==> config.mk <==
export PLATFORM = sky130hd
export DESIGN_NAME = mem_port_arbiter
export DESIGN_NICKNAME = d
export VERILOG_FILES = /design/src/rtl/mem_arb_pkg.sv /design/src/rtl/req_tag_fifo.sv /design/src/rtl/mem_port_arbiter.sv
export SDC_FILE = /design/constraint.sdc
export NUM_CORES = 1
export LEC_CHECK = 0
export CAP_MARGIN = 5
export CORE_AREA = 3 3 111 113
export CTS_CLUSTER_DIAMETER = 120
export DETAILED_ROUTE_END_ITERATION = 10
export DIE_AREA = 0 0 114 116
export GPL_TIMING_DRIVEN = 0
export SLEW_MARGIN = 10
export SYNTH_ARGS = -nofsm -noshare
export SYNTH_HDL_FRONTEND = slang
export SYNTH_SLANG_ARGS = --single-unit
==> constraint.sdc <==
create_clock -name clk -period 2.3 [get_ports clk]
set_input_delay 0.46 -clock clk [delete_from_list [all_inputs] [get_ports clk]]
set_output_delay 0.46 -clock clk [all_outputs]
set_load 0.05 [all_outputs]
==> src/rtl/mem_arb_pkg.sv <==
// Shared types for the memory port arbiter: requester identity used for
// grant bookkeeping and for tagging outstanding reads.
package mem_arb_pkg;

    typedef enum logic {
        REQ_DATA  = 1'b0,
        REQ_FETCH = 1'b1
    } req_e;

endpackage

==> src/rtl/req_tag_fifo.sv <==
// In-order FIFO of requester tags, one entry per read in flight; the head
// entry names the requester that owns the next memory response.
module req_tag_fifo
    import mem_arb_pkg::*;
#(
    parameter int DEPTH = 4
) (
    input  logic                     clk,
    input  logic                     reset,
    input  logic                     push,
    input  req_e                     push_tag,
    input  logic                     pop,
    output req_e                     head_tag,
    output logic [$clog2(DEPTH):0]   count,
    output logic                     full,
    output logic                     empty
);
    localparam int PW = $clog2(DEPTH);
    localparam int CW = PW + 1;

    req_e            mem_q [DEPTH];
    req_e            mem_d [DEPTH];
    logic [PW-1:0]   wr_ptr_q, wr_ptr_d;
    logic [PW-1:0]   rd_ptr_q, rd_ptr_d;
    logic [CW-1:0]   count_q, count_d;
    logic            do_push;
    logic            do_pop;

    assign full     = (count_q == CW'(DEPTH));
    assign empty    = (count_q == '0);
    assign count    = count_q;
    assign head_tag = mem_q[rd_ptr_q];

    always_comb begin
        do_push  = push && !full;
        do_pop   = pop && !empty;
        mem_d    = mem_q;
        wr_ptr_d = wr_ptr_q;
        rd_ptr_d = rd_ptr_q;
        if (do_push) begin
            mem_d[wr_ptr_q] = push_tag;
            wr_ptr_d        = wr_ptr_q + PW'(1);
        end
        if (do_pop) begin
            rd_ptr_d = rd_ptr_q + PW'(1);
        end
        count_d = count_q + CW'(do_push) - CW'(do_pop);
    end

    always_ff @(posedge clk or negedge reset) begin
        if (!reset) begin
            for (int i = 0; i < DEPTH; i++) begin
                mem_q[i] <= REQ_DATA;
            end
            wr_ptr_q <= '0;
            rd_ptr_q <= '0;
            count_q  <= '0;
        end else begin
            mem_q    <= mem_d;
            wr_ptr_q <= wr_ptr_d;
            rd_ptr_q <= rd_ptr_d;
            count_q  <= count_d;
        end
    end

endmodule

==> src/rtl/mem_port_arbiter.sv <==
// Round-robin arbiter sharing one memory port between execute-stage
// load/store and instruction fetch, with in-order read response routing.
module mem_port_arbiter
    import mem_arb_pkg::*;
#(
    parameter int ADDR_W  = 32,
    parameter int DATA_W  = 32,
    parameter int MASK_W  = 8,
    parameter int MAX_OUT = 4
) (
    input  logic                       clk,
    input  logic                       reset,
    input  logic                       d_write_in,
    input  logic                       d_read_in,
    input  logic [ADDR_W-1:0]          d_addr_in,
    input  logic [DATA_W-1:0]          d_wdata_in,
    input  logic [MASK_W-1:0]          d_mask_in,
    output logic                       d_ready_out,
    output logic                       d_rvalid_out,
    output logic [DATA_W-1:0]          d_rdata_out,
    input  logic                       f_read_in,
    input  logic [ADDR_W-1:0]          f_addr_in,
    output logic                       f_ready_out,
    output logic                       f_rvalid_out,
    output logic [DATA_W-1:0]          f_rdata_out,
    output logic                       m_write_out,
    output logic                       m_read_out,
    output logic [ADDR_W-1:0]          m_addr_out,
    output logic [DATA_W-1:0]          m_wdata_out,
    output logic [MASK_W-1:0]          m_mask_out,
    input  logic                       m_ready_in,
    input  logic                       m_rvalid_in,
    input  logic [DATA_W-1:0]          m_rdata_in,
    output logic [$clog2(MAX_OUT):0]   outstanding_out,
    output logic                       error_out
);
    req_e  last_grant_q, last_grant_d;
    logic  error_q, error_d;
    req_e  grant;
    logic  grant_vld;
    logic  is_write;
    logic  is_read;
    logic  accept;
    logic  rsp_vld;
    req_e  head_tag;
    logic  fifo_full;
    logic  fifo_empty;

    always_comb begin
        grant_vld = d_write_in || d_read_in || f_read_in;
        grant     = REQ_DATA;
        if ((d_write_in || d_read_in) && f_read_in) begin
            grant = (last_grant_q == REQ_DATA) ? REQ_FETCH : REQ_DATA;
        end else if (f_read_in) begin
            grant = REQ_FETCH;
        end
        // A simultaneous load+store is issued as the store alone.
        is_write = grant_vld && (grant == REQ_DATA) && d_write_in;
        is_read  = grant_vld && !is_write;
        accept   = reset && grant_vld && m_ready_in && (is_write || !fifo_full);
    end

    always_comb begin
        m_write_out = is_write;
        m_read_out  = is_read && !fifo_full;
        m_addr_out  = '0;
        m_wdata_out = '0;
        m_mask_out  = '0;
        if (grant_vld && grant == REQ_DATA) begin
            m_addr_out  = d_addr_in;
            m_wdata_out = d_wdata_in;
            m_mask_out  = d_mask_in;
        end else if (grant_vld) begin
            m_addr_out = f_addr_in;
        end
        d_ready_out = accept && (grant == REQ_DATA);
        f_ready_out = accept && (grant == REQ_FETCH);
    end

    always_comb begin
        rsp_vld      = reset && m_rvalid_in && !fifo_empty;
        d_rvalid_out = rsp_vld && (head_tag == REQ_DATA);
        f_rvalid_out = rsp_vld && (head_tag == REQ_FETCH);
        d_rdata_out  = d_rvalid_out ? m_rdata_in : '0;
        f_rdata_out  = f_rvalid_out ? m_rdata_in : '0;
    end

    always_comb begin
        last_grant_d = accept ? grant : last_grant_q;
        error_d      = error_q || (m_rvalid_in && fifo_empty);
    end

    always_ff @(posedge clk or negedge reset) begin
        if (!reset) begin
            last_grant_q <= REQ_FETCH;
            error_q      <= 1'b0;
        end else begin
            last_grant_q <= last_grant_d;
            error_q      <= error_d;
        end
    end

    assign error_out = error_q;

    req_tag_fifo #(
        .DEPTH (MAX_OUT)
    ) u_tag_fifo (
        .clk      (clk),
        .reset    (reset),
        .push     (accept && is_read),
        .push_tag (grant),
        .pop      (rsp_vld),
        .head_tag (head_tag),
        .count    (outstanding_out),
        .full     (fifo_full),
        .empty    (fifo_empty)
    );

endmodule

==> key figures <==
Status
  • Status: completed

Yosys
  • Top post-synthesis cells by area: dfrtp_1 (17%), a22o_1 (16%), and2_1 (15%)
  • EDFF count, synth: 0
  • Top FF cell, synth: dfrtp_1
  • Yosys reg bits: 13
  • Synth area leader: dfrtp_1
  • Area of the mapped netlist: 1800 µm²
  • Synth cell count leaders: nor2_1 (65), and2_1 (44), nand2_1 (40)
  • Synth top area share: 16.7%
  • Mean Syn Cell Area: 6.86 µm²
  • Mapped Nets: 412
  • Synthesized instance count: 262
  • Count of cell types in the netlist: 33
  • YS warnings: 0
  • Sequential element share of the synthesized area: 18.2%
  • Count leader, synth: nor2_1
  • Post-synth ARST share: 100%

Power and ir drop
  • Int Power: 2.06 mW
  • Logic gate share of total power: 83.9%
  • LEAKAGE: 2.34 nW
  • Cell Pwr Density: 969 nW/µm²
  • Final total power: 4.85 mW
  • Sw Share: 57.5%
  • Peak VDD IR: 0.931 mV
  • Seq pwr share: 9.3%
  • Clk pwr share: 6.9%
  • P_sw: 2.79 mW

Clock tree
  • CTS tree: yes
  • Clock Latency Late Sink: 0.24 ns
  • Clock Tree Root: clkbuf_16
  • Clock buffer depth: 2
  • CTS Buf Count: 3
  • H-tree levels: 1
  • Clock transition at path regs: 0.05 ns
  • CTS Hold Buffers Added: 0
  • Clk sinks: 13

Worst setup path
  • Worst reg2reg setup slack: 0.004 ns
  • CP most frequent cell: ha_4
  • CP startpoint: u_tag_fifo.count[1]
  • Critical Path Fanout Max: 8
  • Crit path DAT: 2.42 ns
  • Crit-path max cell delay: 0.40 ns
  • Crit path required time: 2.43 ns
  • CP max-delay cell: dfrtp_2
  • Crit path kind: reg2reg
  • Cells along the critical path: or3_4, and3_4, buf_8, ha_4, inv_2, ha_4, fa_2, xor2_2, xnor2_1
  • FF-to-FF Start: u_tag_fifo.count[1]
  • Worst Setup Start Kind: flip-flop
  • CP Capture Type: flip-flop

Timing
  • Setup ws final: 0.00350 ns
  • Fmax: 435 MHz
  • Setup violations, final: 0
  • Pin slew with the least headroom to its limit: 0.531 ns
  • Worst slew margin: 64.5%
  • Minimum clock period after layout: 2.30 ns
  • Period utilization: 99.8%
  • Layout Skew: 0.00306 ns
  • Hold slack: 0.0991 ns
  • RSZ-0062 raised after global routing: true
  • Final Hold Viols: 0
  • Final Slew Violations: 0

Final layout
  • Layout Area Growth over Synthesis: 179%
  • Ant diodes: 0
  • Post-layout net count: 714
  • Design area: 5010 µm²
  • Share of layout cells above drive strength 1: 40.9%
  • Number of non-filler instances in the completed layout: 706
  • Filler cell count: 1,174

Global route
  • Vias in the first global route: 2,907
  • Largest net degree at the start of global routing: 18
  • First-pass GRT wire length: 15,500 µm
  • Overall routing resource usage: 14.6%
  • Grt ovf: 0
  • Antenna violations before repair: 0

Placed design
  • Cells after DPL: 693
  • RePlAce Congestion: 0.789
  • DP Area: 4900 µm²
  • Pre-CTS WS: -1.30 ns
  • DPL Wire Length: 9400 µm
  • Port-buffer cells: 288

Die
  • Chip height: 116 µm
  • Initial core utilization: 15.7%
  • FP Rows: 39
  • Core area: 11,400 µm²
  • # IOs: 289
  • Die X: 114 µm
  • Die ar.: 13,200 µm²

Route
  • Number of DRC markers in iteration 0: 110
  • DRT antenna net count: 0
  • Vias: 2,963
  • Vias per Instance: 4.20
  • First-pass detailed-route iteration total: 6
  • Drt wl/cell: 15.5 µm
  • Final WL: 11,000 µm
  • # DRC: 0

Hold path
  • HP Class: in2async

Flow run
  • Max-cap violation count: 0
area by class of cell:
type | count | area [µm²] | area share, %
plain buffers | 21 | 179 | 3.57
inverters | 7 | 26.3 | 0.524
repair buffers | 298 | 2720 | 54.2
clock buffers | 4 | 78.8 | 1.57
flip-flops and latches | 13 | 330 | 6.59
well taps | 143 | 179 | 3.57
multi-input cells | 220 | 1500 | 30.0
repair_timing:
action,CTS,global route
pin swaps,0,7
endpoints found under the setup margin,151,142
gates cloned,0,1
resized for setup,856,111
buffers inserted,5,4
routing by layer:
| layer | GRT usage (%) | up-vias | part of all wire, % |
|---|---|---|---|
| met1 | 14.1 | 1313 | 32 |
| met4 | 1.82 | 0 | 0.40 |
| li1 | - | 1461 | - |
| met2 | 30.2 | 185 | 55 |
| met3 | 5.33 | 4 | 12 |
| met5 | 0 | - | 0 |
power groups by stage:
stage	Combinational, mW	Clock [mW]	Sequential (mW)
floorplan	2.37	0	0.561
global placement	3.77	0	0.457
detailed placement	3.81	0	0.461
CTS	3.89	0.336	0.448
global route	4.31	0.349	0.471
finish	4.07	0.333	0.451
registers in the layout (all words and copies together), names as in the netlist:
| register | cells |
|---|---|
| last_grant_q | 1 |
| u_tag_fifo.rd_ptr_q | 2 |
| u_tag_fifo.count | 3 |
| u_tag_fifo.mem_q | 4 |
| error_out | 1 |
| u_tag_fifo.wr_ptr_q | 2 |
worst paths after layout:
path / end / cells after the start
setup / recovery: u_tag_fifo.count[2] / 9
hold / removal: u_tag_fifo.count[2] / 1
setup reg to reg: u_tag_fifo.count[2] / 9
min in group clk: error_out / 1
max in group asynchronous: last_grant_q / 1
hold reg to reg: error_out / 1
stage by stage:
stage / TNS (ns) / utilization [%]
2_1_floorplan: -0.261 / -
3_3_place_gp: -146.86 / 42.9
3_5_place_dp: -154.47 / 42.9
4_1_cts: -0.630 / 41.9
5_1_grt: -0.0867 / 43.9
6_report: 0 / 43.9
cells by family after synthesis:
| family | count (synthesis) | synth area share (%) |
|---|---|---|
| buf+inv | 29 | 7.86 |
| fa+ha+maj | 7 | 5.29 |
| compound gates | 44 | 21.1 |
| xor+xnor | 5 | 2.44 |
| simple gates | 158 | 40.6 |
| mux | 6 | 4.52 |
| flops | 13 | 18.2 |
worst max-delay path: cells and delay by family (launching register included):
family | cells | cell delay, ns
xor+xnor | 2 | 0.27
fa+ha+maj | 3 | 0.74
buf+inv | 2 | 0.18
flops | 1 | 0.40
simple gates | 2 | 0.58
cells in the final DEF, fill, tap and decap left out, drive strengths merged, types with 3 or more instances in the layout:
master,instances
mux2,5
clkdlybuf4s50,141
nand2,40
a22o,32
xnor2,3
nor2,65
buf,168
ha,6
and2,44
dfrtp,12
inv,7
o21ai,4
clkbuf,10
No activity file was read; power rests on OpenSTA's default activity.
